$ cat src/rtl/adc_seq_ctrl.sv
// adc_seq_ctrl: sequences ADC conversions, averages 2^n results and publishes them with sticky error flags
module adc_seq_ctrl #(
    parameter int TIMEOUT = 255
) (
    input  logic        clk_vcm,
    input  logic        rst_n,
    input  logic        cont_i,
    input  logic        trig_i,
    input  logic [2:0]  avg_log2_i,
    input  logic [15:0] period_i,
    input  logic [15:0] cfg1_i,
    input  logic [15:0] cfg2_i,
    output logic        start_conversion_o,
    output logic [15:0] config_1_o,
    output logic [15:0] config_2_o,
    input  logic [15:0] adc_result_i,
    input  logic        adc_finished_i,
    output logic [15:0] data_o,
    output logic        data_valid_o,
    input  logic        data_ready_i,
    output logic        busy_o,
    output logic        overrun_o,
    output logic        timeout_o,
    input  logic        clr_flags_i
);

    localparam int TW = $clog2(TIMEOUT + 1);
    localparam logic [TW-1:0] TO_LAST = TW'(TIMEOUT - 1);

    localparam logic [2:0] IDLE        = 3'd0;
    localparam logic [2:0] START       = 3'd1;
    localparam logic [2:0] WAIT_DONE   = 3'd2;
    localparam logic [2:0] ACCUM       = 3'd3;
    localparam logic [2:0] WAIT_PERIOD = 3'd4;
    localparam logic [2:0] PUBLISH     = 3'd5;

    logic [2:0]    state;
    logic [2:0]    state_nxt;
    logic          fin_q;
    logic          fin_rise;
    logic [TW-1:0] to_cnt;
    logic          to_hit;
    logic          to_set;
    logic [15:0]   result_q;
    logic [15:0]   period_q;
    logic [15:0]   period_cnt;
    logic [2:0]    avg_q;
    logic [22:0]   acc;
    logic [22:0]   acc_shift;
    logic [7:0]    conv_cnt;
    logic [7:0]    conv_nxt;
    logic          last_conv;
    logic          run_cont;
    logic          abort_q;
    logic          abort;
    logic          leave_idle;
    logic          pub;
    logic          ovr_set;
    logic          acc_clr;

    assign fin_rise   = adc_finished_i & ~fin_q;
    assign to_hit     = to_cnt >= TO_LAST;
    assign to_set     = (state == WAIT_DONE) & ~fin_rise & to_hit;
    assign conv_nxt   = conv_cnt + 8'd1;
    assign last_conv  = conv_nxt == (8'd1 << avg_q);
    assign abort      = abort_q | (run_cont & ~cont_i);
    assign leave_idle = (state == IDLE) & (cont_i | trig_i);
    assign pub        = state == PUBLISH;
    assign ovr_set    = pub & data_valid_o & ~data_ready_i;
    assign acc_clr    = (state_nxt == IDLE) | pub;
    assign acc_shift  = acc >> avg_q;

    assign start_conversion_o = state == START;
    assign busy_o             = state != IDLE;

    // next-state selection; an aborted continuous run still lets a pending conversion finish
    always_comb begin
        state_nxt = state;
        case (state)
            IDLE:        state_nxt = (cont_i | trig_i) ? START : IDLE;
            START:       state_nxt = abort ? IDLE : WAIT_DONE;
            WAIT_DONE:   state_nxt = fin_rise ? ACCUM : (to_hit ? IDLE : WAIT_DONE);
            ACCUM:       state_nxt = abort ? IDLE : (last_conv ? PUBLISH : WAIT_PERIOD);
            WAIT_PERIOD: state_nxt = abort ? IDLE : ((period_cnt == '0) ? START : WAIT_PERIOD);
            PUBLISH:     state_nxt = cont_i ? WAIT_PERIOD : IDLE;
            default:     state_nxt = IDLE;
        endcase
    end

    // state register and ADC finished edge detector
    always_ff @(posedge clk_vcm or negedge rst_n) begin
        if (!rst_n) begin
            state <= IDLE;
            fin_q <= 1'b0;
        end else begin
            state <= state_nxt;
            fin_q <= adc_finished_i;
        end
    end

    // configuration snapshot taken when a measurement or run begins
    always_ff @(posedge clk_vcm or negedge rst_n) begin
        if (!rst_n) begin
            config_1_o <= '0;
            config_2_o <= '0;
            avg_q      <= '0;
            period_q   <= '0;
        end else if (leave_idle) begin
            config_1_o <= cfg1_i;
            config_2_o <= cfg2_i;
            avg_q      <= avg_log2_i;
            period_q   <= period_i;
        end
    end

    // run mode tracking: a run is continuous when cont_i started it or kept it going past a publish
    always_ff @(posedge clk_vcm or negedge rst_n) begin
        if (!rst_n) begin
            run_cont <= 1'b0;
            abort_q  <= 1'b0;
        end else begin
            run_cont <= (leave_idle | pub) ? cont_i : run_cont;
            abort_q  <= (state == IDLE) ? 1'b0 : (abort_q | (run_cont & ~cont_i));
        end
    end

    // start-to-start period counter; loaded two short to absorb the START and reload-compare cycles
    always_ff @(posedge clk_vcm or negedge rst_n) begin
        if (!rst_n) begin
            period_cnt <= '0;
        end else begin
            period_cnt <= (state == START) ? ((period_q > 16'd2) ? period_q - 16'd2 : '0)
                        : ((period_cnt != '0) ? period_cnt - 16'd1 : '0);
        end
    end

    // conversion watchdog counts cycles since the start pulse
    always_ff @(posedge clk_vcm or negedge rst_n) begin
        if (!rst_n) begin
            to_cnt <= '0;
        end else begin
            to_cnt <= (state == START) ? TW'(1) : ((state == WAIT_DONE) ? to_cnt + TW'(1) : to_cnt);
        end
    end

    // result capture on the finished edge and accumulation of conversions
    always_ff @(posedge clk_vcm or negedge rst_n) begin
        if (!rst_n) begin
            result_q <= '0;
            acc      <= '0;
            conv_cnt <= '0;
        end else begin
            result_q <= (state == WAIT_DONE && fin_rise) ? adc_result_i : result_q;
            acc      <= acc_clr ? '0 : ((state == ACCUM) ? acc + {7'd0, result_q} : acc);
            conv_cnt <= acc_clr ? '0 : ((state == ACCUM) ? conv_nxt : conv_cnt);
        end
    end

    // output register with valid/ready handshake; a publish wins over a same-cycle accept
    always_ff @(posedge clk_vcm or negedge rst_n) begin
        if (!rst_n) begin
            data_o       <= '0;
            data_valid_o <= 1'b0;
        end else begin
            data_o       <= pub ? acc_shift[15:0] : data_o;
            data_valid_o <= pub | (data_valid_o & ~data_ready_i);
        end
    end

    // sticky error flags; a set event beats a same-cycle clear
    always_ff @(posedge clk_vcm or negedge rst_n) begin
        if (!rst_n) begin
            overrun_o <= 1'b0;
            timeout_o <= 1'b0;
        end else begin
            overrun_o <= ovr_set | (overrun_o & ~clr_flags_i);
            timeout_o <= to_set | (timeout_o & ~clr_flags_i);
        end
    end

endmodule
$ cat config.mk
export PLATFORM = sky130hd
export DESIGN_NAME = adc_seq_ctrl
export DESIGN_NICKNAME = d
export VERILOG_FILES = /design/src/rtl/adc_seq_ctrl.sv
export SDC_FILE = /design/constraint.sdc
export NUM_CORES = 1
export LEC_CHECK = 0
export ABC_AREA = 1
export CAP_MARGIN = 15
export CORE_AREA = 5 5 152 154
export DETAILED_ROUTE_END_ITERATION = 8
export DIE_AREA = 0 0 157 159
export PLACE_DENSITY_LB_ADDON = 0.2
export SLEW_MARGIN = 5
export SYNTH_ARGS = -nofsm -noshare
export SYNTH_HDL_FRONTEND = slang
export SYNTH_SLANG_ARGS = --single-unit
$ cat constraint.sdc
create_clock -name clk_vcm -period 3.2 [get_ports clk_vcm]
set_clock_uncertainty 0.1 [all_clocks]
set_input_delay 0.64 -clock clk_vcm [delete_from_list [all_inputs] [get_ports clk_vcm]]
set_output_delay 0.64 -clock clk_vcm [all_outputs]
set_load 0.05 [all_outputs]
==> key figures, run 1 <==
Final layout
  – ANT cells: 0
  – Final std cells w/o fill: about 1.4k
  – Area of the multi-input gates: between 4000 and 5000 µm²
  – # fillers: between 2k and 2.5k
  – Share of layout cells above drive strength 1: about an eighth
  – Layout Nets: 1,244
  – Fin util: between 40% and 50%
  – Area growth syn-to-layout: 25.80%
  – Post-route cell area: approximately 11,000 µm²
  – Total area of sequential cells: ~3700 µm²

Critical path
  – Setup crit start kind: flop
  – Worst Setup Path Type: reg -> out
  – Critical-path maximum fanout: 6
  – R2R cell count: 12
  – Setup crit end kind: output port
  – Required @ worst endpoint: ~2.5 ns
  – Arrival @ worst endpoint: 2.10 ns

Clocking
  – Worst-skew pair later-pin latency: ~0.43 ns
  – Clock transition at path regs: 0.07 ns
  – CTS buffer count: 17
  – # hold bufs at CTS: 0
  – Max clock buf depth: 2
  – H-tree depth: 4
  – Clock root cell: clkbuf_16
  – CTS tree: done
  – Resize count post-CTS: 0
  – Clock sinks: roughly 150
  – Postcts setup bufs: 0

Pwr
  – NetSw: 5.271 mW
  – Total leakage power: roughly 4.8 nW
  – Sw frac: 47.35%
  – Clock power frac: a little under a fifth
  – Combinational group share of total power: 52.3%
  – Maximum vdd drop: around 0.6 mV
  – Reg power frac: 29.6%
  – P per Cell Area: ~1100 nW/µm²
  – Pwr Total: between 10 and 15 mW
  – Internal power: a little under 6 mW

Placed design
  – Area after DPL: approximately 10000 µm²
  – DP Cell Count: 1,409
  – GP Congestion: between 0.8 and 0.9
  – I/O Buffers: between 100 and 150
  – Place WS: ~0.32 ns
  – Post-DP HPWL: between 15,000 and 20,000 µm

Floorplanning
  – Site row count: 54
  – Die X: between 150 and 200 µm
  – Initial core utilization: slightly below 40%
  – # IOs: around 130
  – Die Footprint: around 25,000 µm²
  – Core area: around 22,000 µm²
  – Die height: 159 µm

Status
  – Outcome: finished, final reports clean

Detailed routing
  – Initial DRC Count: 488
  – Post-DRT Antenna Nets: 0
  – Via Count: 7,352
  – WL final: about 22,000 µm
  – Pre-antenna DRT Iters: 5
  – Avg Vias per Cell: 5.102
  – Residual DRC count: 0
  – DR WL/cell: ~15 µm

Synthesis
  – Top cells by count, synth: nand2_1 (239), dfrtp_1 (147), inv_1 (109), nor2_1 (101), nand3_1 (64)
  – Synth area leader: dfrtp_1
  – Gate Count Post-Synth: around 1.0k
  – Fraction of registers with async set/reset: 100.0%
  – Top FF cell, synth: dfrtp_1
  – Count of state elements after synthesis: roughly 150
  – Synth warnings: 0
  – Syn nets: 1,122
  – Number of synthesized flops with an enable pin: 0
  – Mean Syn Cell Area: between 8 and 9 µm²
  – Most common cell in the netlist: nand2_1
  – Main area contributors after synthesis: dfrtp_1 (44%), nand2_1 (11%), mux2_2 (7.9%)
  – Number of distinct library cells after synthesis: between 40 and 50
  – Share of the synthesized area in the top cell type: a little over two fifths
  – Register area share after synthesis: between 40 and 50%
  – Synthesized area: about 8400 µm²

GRT
  – First-pass GRT wire length: 36,220 µm
  – Vias in the first global route: between 7k and 8k
  – GRT Total Usage: between 10% and 20%
  – Global route overflow: 0
  – Initial antenna violation count: 0
  – Pin count of the biggest net entering global routing: just over 60

Timing
  – Tmin final: ~2.8 ns
  – Fin. max-slew vios: 0
  – Setup_tns: 0 ns
  – WHS: between 0.06 and 0.07 ns
  – Peak Freq: about 350 MHz
  – Final worst slack: ~0.36 ns
  – # setup viols final: 0
  – Slew @ Worst Pin: roughly 0.85 ns
  – RSZ-0062 raised after global routing: no
  – Rel. slew slack: ~43%
  – Final Hold Fails: 0
  – Period utilisation layout: between 80 and 90%

Flow run
  – Max-cap violations: 0

Worst hold path
  – Min-Delay Path Class: in -> async
## logic make-up (layout without fill, tap and decap cells)
logic type | Yosys count | count (layout) | synth area share (%)
fa+ha+maj | 22 | 22 | 3.358
mux | 64 | 64 | 8.484
flops | 147 | 147 | 43.69
simple gates | 453 | 453 | 23.00
xor+xnor | 28 | 28 | 2.912
buf+inv | 148 | 283 | 6.939
compound gates | 164 | 164 | 11.62
## layer usage
layer | vias up | global-route usage [%] | wire length (µm)
met1 | 3495 | 22.56 | 9420
met5 | - | 0 | 0
li1 | 3652 | - | -
met2 | 184 | 29.84 | 10380
met4 | 0 | 4.576 | 359
met3 | 21 | 5.300 | 1560
## final cells by class
class | count | area share [%]
Inverter | 113 | 4.004
Clock buffer | 18 | 4.146
Clock inverter | 14 | 1.500
Multi-Input combinational cell | 731 | 39.31
Tap cell | 280 | 3.307
Timing Repair Buffer | 138 | 13.00
Sequential cell | 147 | 34.73
## worst max-delay path, cell delays in order (launching register included)
cell	delay (ns)
dfrtp_1	0.52
nor3_4	0.28
clkdlybuf4s50_1	0.86
## placed cells by master (no fill, tap or decap), types with 3 or more instances in the layout
| cell type | count |
|---|---|
| or2_2 | 5 |
| xnor2_1 | 11 |
| xor2_1 | 17 |
| a31oi_1 | 5 |
| inv_6 | 3 |
| dfrtp_1 | 147 |
| clkbuf_16 | 17 |
| ha_1 | 21 |
| inv_1 | 109 |
| inv_2 | 4 |
| mux2_2 | 59 |
| nor3_1 | 14 |
| nand4_1 | 14 |
| inv_8 | 6 |
| buf_4 | 10 |
| nor2_1 | 101 |
| o32ai_1 | 3 |
| a21oi_1 | 46 |
| o211ai_1 | 4 |
| clkinv_8 | 3 |
| a22oi_1 | 5 |
| nand2_1 | 239 |
| nand3b_1 | 3 |
| o21ai_0 | 57 |
| clkdlybuf4s50_1 | 125 |
| mux2i_1 | 5 |
| o22ai_1 | 16 |
| a21oi_2 | 13 |
| nand3_1 | 64 |
| o22a_1 | 4 |
| nor3_4 | 3 |
## registers in the layout (all words and copies together), names as in the netlist, 3 cells and up
signal	flops
avg_q	3
config_1_o	16
config_2_o	16
state	3
result_q	16
period_cnt	16
period_q	16
acc	23
data_o	16
to_cnt	8
conv_cnt	8
## final timing paths
check                      slack, ns     startpoint                 end
max reg2reg                     0.74  period_cnt[0]             acc[12]
min reg2reg                     0.37  period_cnt[0]       period_cnt[0]
max                             0.36       state[2]  start_conversion_o
max in group asynchronous       2.15          rst_n      period_cnt[14]
min                             0.06          rst_n        result_q[11]
min in group clk_vcm            0.37  period_cnt[0]       period_cnt[0]
## power groups by stage
stage	clock network (mW)	registers, mW	logic (mW)
final	2.01	3.29	5.83
after global routing	2.15	3.42	6.41
after CTS	2.06	3.31	5.87
after detailed placement	0	3.33	5.85
after global placement	0	3.31	5.79
after floorplan	0	4.16	3.30
Note: power is estimated with default switching activity, not from simulation.
==> inputs of run 2 (changes only) <==
--- a/config.mk
+++ b/config.mk
@@ -7,9 +7,10 @@
 export LEC_CHECK = 0
 export ABC_AREA = 1
 export CAP_MARGIN = 15
-export CORE_AREA = 5 5 152 154
+export CORE_AREA = 5 5 194 121
+export CTS_CLUSTER_SIZE = 14
 export DETAILED_ROUTE_END_ITERATION = 8
-export DIE_AREA = 0 0 157 159
+export DIE_AREA = 0 0 199 126
 export PLACE_DENSITY_LB_ADDON = 0.2
 export SLEW_MARGIN = 5
 export SYNTH_ARGS = -nofsm -noshare
==> key figures, run 2 (synthesis results as in run 1) <==
Floorplanning
  – Core area: 21,550 µm²
  – Die X: 199 µm
  – Initial core utilization: approximately two fifths
  – Site row count: 42
  – Die Footprint: around 25,000 µm²
  – Die height: ~130 µm
  – # IOs: 127

Final layout
  – Most frequent cells in the layout: nand2_1 (239), dfrtp_1 (147), clkdlybuf4s50_1 (125), inv_1 (109), nor2_1 (101)
  – Share of layout cells above drive strength 1: between 10% and 20%
  – Post-route cell area: between 10,000 and 15,000 µm²
  – Layout Nets: roughly 1.2k
  – Reg with most FFs: acc
  – Most common cell after layout, fill and taps aside: nand2_1
  – ANT cells: 0
  – Area of the multi-input gates: between 4000 and 5000 µm²
  – Max reg flops: 23
  – # fillers: ~2.1k
  – Final std cells w/o fill: between 1k and 1.5k
  – Area growth syn-to-layout: 25.38%
  – Fin util: about 49%
  – Total area of sequential cells: approximately 3700 µm²

Flow run
  – Max-cap violations: 0

Pwr
  – Internal power: 5.953 mW
  – Total leakage power: a little under 5 nW
  – NetSw: roughly 5.2 mW
  – Sw frac: between 40% and 50%
  – Pwr Total: around 11 mW
  – Maximum vdd drop: about 0.71 mV
  – Clock power frac: 17.8%
  – Combinational group share of total power: between 50% and 60%
  – P per Cell Area: 1060 nW/µm²
  – Reg power frac: between 30% and 40%

Placed design
  – Place WS: 0.2982 ns
  – Post-DP HPWL: approximately 17,000 µm
  – I/O Buffers: around 130
  – Area after DPL: between 9000 and 10,000 µm²
  – GP Congestion: just over 0.9
  – DP Cell Count: 1,413

Detailed routing
  – DR top layer: met4
  – Met1 Wirelength: 12,380 µm
  – Via Count: approximately 7.3k
  – Avg Vias per Cell: roughly 5.1
  – WL final: around 23,000 µm
  – Post-DRT Antenna Nets: 0
  – Initial DRC Count: about 520
  – Metal3 WL: approximately 2200 µm
  – Pre-antenna DRT Iters: 5
  – DR WL met2: between 8000 and 9000 µm
  – DR WL/cell: around 16 µm
  – Residual DRC count: 0

Critical path
  – Required @ worst endpoint: approximately 2.5 ns
  – Worst setup path end: start_conversion_o
  – R2R cell count: 9
  – Arrival @ worst endpoint: 2.20 ns
  – Buf/Inv on CP: 1
  – Family with the most delay on the worst path: buffers and inverters
  – Setup crit end kind: output port
  – Crit-path cells: nor3_4, clkdlybuf4s50_1
  – Worst r2r src: avg_q[0]
  – Worst reg2reg setup slack: about 0.65 ns
  – Slowest Stage Delay on Critical Path: roughly 0.9 ns
  – Critical-path maximum fanout: 6
  – Critical-path top delay cell: clkdlybuf4s50_1
  – RR Endpoint: acc[12]
  – Setup crit start kind: flop
  – Crit. Startpoint: state[2]
  – Worst Setup Path Type: reg -> out
  – Stages on the worst setup path: 2

Timing
  – Slew @ Worst Pin: between 0.8 and 0.9 ns
  – Tmin final: ~2.9 ns
  – Final Hold Fails: 0
  – Fin. max-slew vios: 0
  – Rel. slew slack: 40.05%
  – Final worst slack: about 0.26 ns
  – Period utilisation layout: between 90% and 100%
  – # setup viols final: 0
  – RSZ-0062 raised after global routing: no
  – WHS: 0.1144 ns
  – Peak Freq: between 300 and 400 MHz
  – Setup_tns: 0 ns

Clocking
  – CTS tree: done
  – Resize count post-CTS: 0
  – Clock sinks: 147
  – Worst-skew pair later-pin latency: ~0.44 ns
  – Max clock buf depth: 2
  – # hold bufs at CTS: 0
  – Clock root cell: clkbuf_16
  – Clock transition at path regs: ~0.06 ns
  – Postcts setup bufs: 0
  – CTS buffer count: 17
  – H-tree depth: 4

Worst hold path
  – Min-Delay Path Class: in -> async

GRT
  – First-pass GRT wire length: 37,960 µm
  – GRT Total Usage: between 10% and 20%
  – Pin count of the biggest net entering global routing: 68
  – Global route overflow: 0
  – Initial antenna violation count: 0
  – Vias in the first global route: between 7k and 8k

Status
  – Outcome: finished, final reports clean
==> run 2: changes by cell type in the layout (fill, tap and decap cells not counted), sizes merged <==
cell      before  now
clkinv         4    3
clkinvlp       1    2
inv          122  114
buf           13   11
clkbuf        18   23
bufinv         0    2
==> run 2: layer usage <==
metal	up-vias	GRT usage [%]
li1	3643	-
met1	3424	31.21
met5	-	0
met2	228	23.04
met3	18	6.781
met4	0	5.265
==> run 2: area by class of cell <==
| class | instances | share of cell area [%] |
|---|---|---|
| Multi-Input combinational cell | 731 | 39.44 |
| Timing Repair Buffer | 136 | 12.91 |
| Clock buffer | 23 | 4.432 |
| Clock inverter | 8 | 0.9718 |
| Tap cell | 286 | 3.389 |
| Sequential cell | 147 | 34.84 |
| Inverter | 113 | 4.018 |
==> run 2: power by group through the flow <==
stage / sequential (mW) / clock (mW) / combinational, mW
5_1_grt: 3.50 / 2.13 / 6.39
2_1_floorplan: 4.16 / 0 / 3.30
6_report: 3.38 / 1.99 / 5.82
3_3_place_gp: 3.37 / 0 / 5.77
4_1_cts: 3.37 / 2.04 / 5.84
3_5_place_dp: 3.38 / 0 / 5.80
==> run 2: worst min path at each step <==
stage                             start             to  slack (ns)  cells after the start
after floorplan                   rst_n        abort_q        0.24                      0
after global placement    period_cnt[0]  period_cnt[0]        0.35                      1
after detailed placement  period_cnt[0]  period_cnt[0]        0.36                      1
after CTS                         rst_n    period_q[4]        0.14                      1
after global routing              rst_n    period_q[4]        0.17                      1
final                             rst_n    period_q[4]        0.11                      1
==> inputs of run 3 (changes only) <==
--- a/config.mk
+++ b/config.mk
@@ -11,7 +11,7 @@
 export CTS_CLUSTER_SIZE = 14
 export DETAILED_ROUTE_END_ITERATION = 8
 export DIE_AREA = 0 0 199 126
-export PLACE_DENSITY_LB_ADDON = 0.2
+export PLACE_DENSITY = 0.61
 export SLEW_MARGIN = 5
 export SYNTH_ARGS = -nofsm -noshare
 export SYNTH_HDL_FRONTEND = slang
==> key figures, run 3 (synthesis results as in run 1) <==
Floorplanning
  – Core area: roughly 22,000 µm²
  – # IOs: approximately 130
  – Initial core utilization: 39.08%
  – Die Footprint: between 20,000 and 30,000 µm²
  – Die X: between 150 and 200 µm
  – Die height: between 100 and 150 µm
  – Site row count: 42

Detailed routing
  – Avg Vias per Cell: around 5
  – Residual DRC count: 0
  – Initial DRC Count: between 600 and 700
  – WL final: approximately 23,000 µm
  – Via Count: 7,261
  – Pre-antenna DRT Iters: 7
  – Post-DRT Antenna Nets: 0
  – DR WL/cell: 15.76 µm

Pwr
  – Clock power frac: ~17%
  – Maximum vdd drop: slightly below 0.6 mV
  – Reg power frac: between 30% and 40%
  – Total leakage power: a little under 5 nW
  – Sw frac: about 47%
  – Internal power: slightly below 6 mW
  – NetSw: 5.239 mW
  – Pwr Total: about 11 mW
  – Combinational group share of total power: 52.8%
  – P per Cell Area: roughly 1000 nW/µm²

Timing
  – Peak Freq: 347.2 MHz
  – # setup viols final: 0
  – Fin. max-slew vios: 0
  – Rel. slew slack: ~45%
  – Setup_tns: 0 ns
  – RSZ-0062 raised after global routing: no
  – Tmin final: approximately 2.9 ns
  – Period utilisation layout: ~90%
  – Final Hold Fails: 0
  – WHS: 0.1031 ns
  – Slew @ Worst Pin: approximately 0.82 ns

Clocking
  – Postcts setup bufs: 0
  – Clock root cell: clkbuf_16
  – Clock transition at path regs: around 0.060 ns
  – # hold bufs at CTS: 0
  – H-tree depth: 4
  – Clock sinks: 147
  – CTS tree: done
  – CTS buffer count: 17
  – Worst-skew pair later-pin latency: between 0.4 and 0.5 ns
  – Resize count post-CTS: 0
  – Max clock buf depth: 2

Status
  – Outcome: finished, final reports clean

Final layout
  – Reg with most FFs: acc
  – ANT cells: 0
  – Share of layout cells above drive strength 1: 11.70%
  – Post-route cell area: 10,540 µm²
  – Max reg flops: 23
  – Layout Nets: around 1.2k
  – Most frequent cells in the layout: nand2_1 (239), dfrtp_1 (147), clkdlybuf4s50_1 (125), inv_1 (109), nor2_1 (101)
  – Most common cell after layout, fill and taps aside: nand2_1
  – Fin util: between 40% and 50%
  – Area growth syn-to-layout: 25.13%

Placed design
  – I/O Buffers: 126
  – Post-DP HPWL: around 17,000 µm
  – Area after DPL: about 10000 µm²
  – GP Congestion: 0.8714

Critical path
  – Critical-path maximum fanout: 6
  – Setup crit end kind: output port
  – Worst r2r src: conv_cnt[0]
  – Buf/Inv on CP: 1
  – Crit-path cells: nor3_4, clkdlybuf4s50_1
  – Slowest Stage Delay on Critical Path: just under 0.9 ns
  – RR Endpoint: acc[21]
  – Worst Setup Path Type: reg -> out
  – Required @ worst endpoint: 2.46 ns
  – R2R cell count: 9
  – Arrival @ worst endpoint: about 2.1 ns
  – Critical-path top delay cell: clkdlybuf4s50_1
  – Worst reg2reg setup slack: roughly 0.67 ns
  – Setup crit start kind: flop
  – Family with the most delay on the worst path: buffers and inverters

GRT
  – First-pass GRT wire length: between 30,000 and 40,000 µm
  – Vias in the first global route: approximately 6.9k
  – Pin count of the biggest net entering global routing: 65
  – GRT Total Usage: between 10% and 20%
  – Global route overflow: 0
  – Initial antenna violation count: 0

Worst hold path
  – Min-Delay Path Class: in -> async

Flow run
  – Max-cap violations: 0
## run 3: final cells by class
| cell class | count | area (µm²) |
|---|---|---|
| clock buffers | 20 | 456.7 |
| repair buffers | 139 | 1373 |
| flip-flops and latches | 147 | 3679 |
| well taps | 286 | 357.8 |
| inverters | 113 | 424.2 |
| multi-input cells | 731 | 4164 |
| fillers | 2101 | 11010 |
| clock inverters | 12 | 82.58 |
## run 3: how the worst max path moves through the flow
| stage | end | start | depth (start not counted) |
|---|---|---|---|
| CTS | start_conversion_o | state[2] | 2 |
| global route | start_conversion_o | state[2] | 2 |
| floorplan | conv_cnt[6] | state[2] | 8 |
| global placement | acc[12] | cont_i | 11 |
| finish | start_conversion_o | state[2] | 2 |
| detailed placement | acc[21] | cont_i | 11 |
## run 3: through the flow
step	std cells	worst slack [ns]
after floorplan	1026	1.146
after global placement	1416	0.4321
after detailed placement	1416	0.3874
after CTS	1448	0.3112
after global routing	1448	0.2841
final	1448	0.3199
## run 3: routing by layer
| layer | up-vias | global-route usage (%) | routed length [µm] |
|---|---|---|---|
| met4 | 0 | 5.185 | 290 |
| met5 | - | 0 | 0 |
| met1 | 3390 | 31.57 | 12750 |
| li1 | 3635 | - | - |
| met2 | 214 | 21.40 | 7644 |
| met3 | 22 | 6.887 | 2137 |
## run 3: power by group through the flow
stage / clock network, mW / registers (mW) / logic [mW]
2_1_floorplan: 0 / 4.16 / 3.30
3_3_place_gp: 0 / 3.36 / 5.79
3_5_place_dp: 0 / 3.37 / 5.81
4_1_cts: 1.90 / 3.35 / 5.85
5_1_grt: 1.97 / 3.47 / 6.41
6_report: 1.85 / 3.37 / 5.83
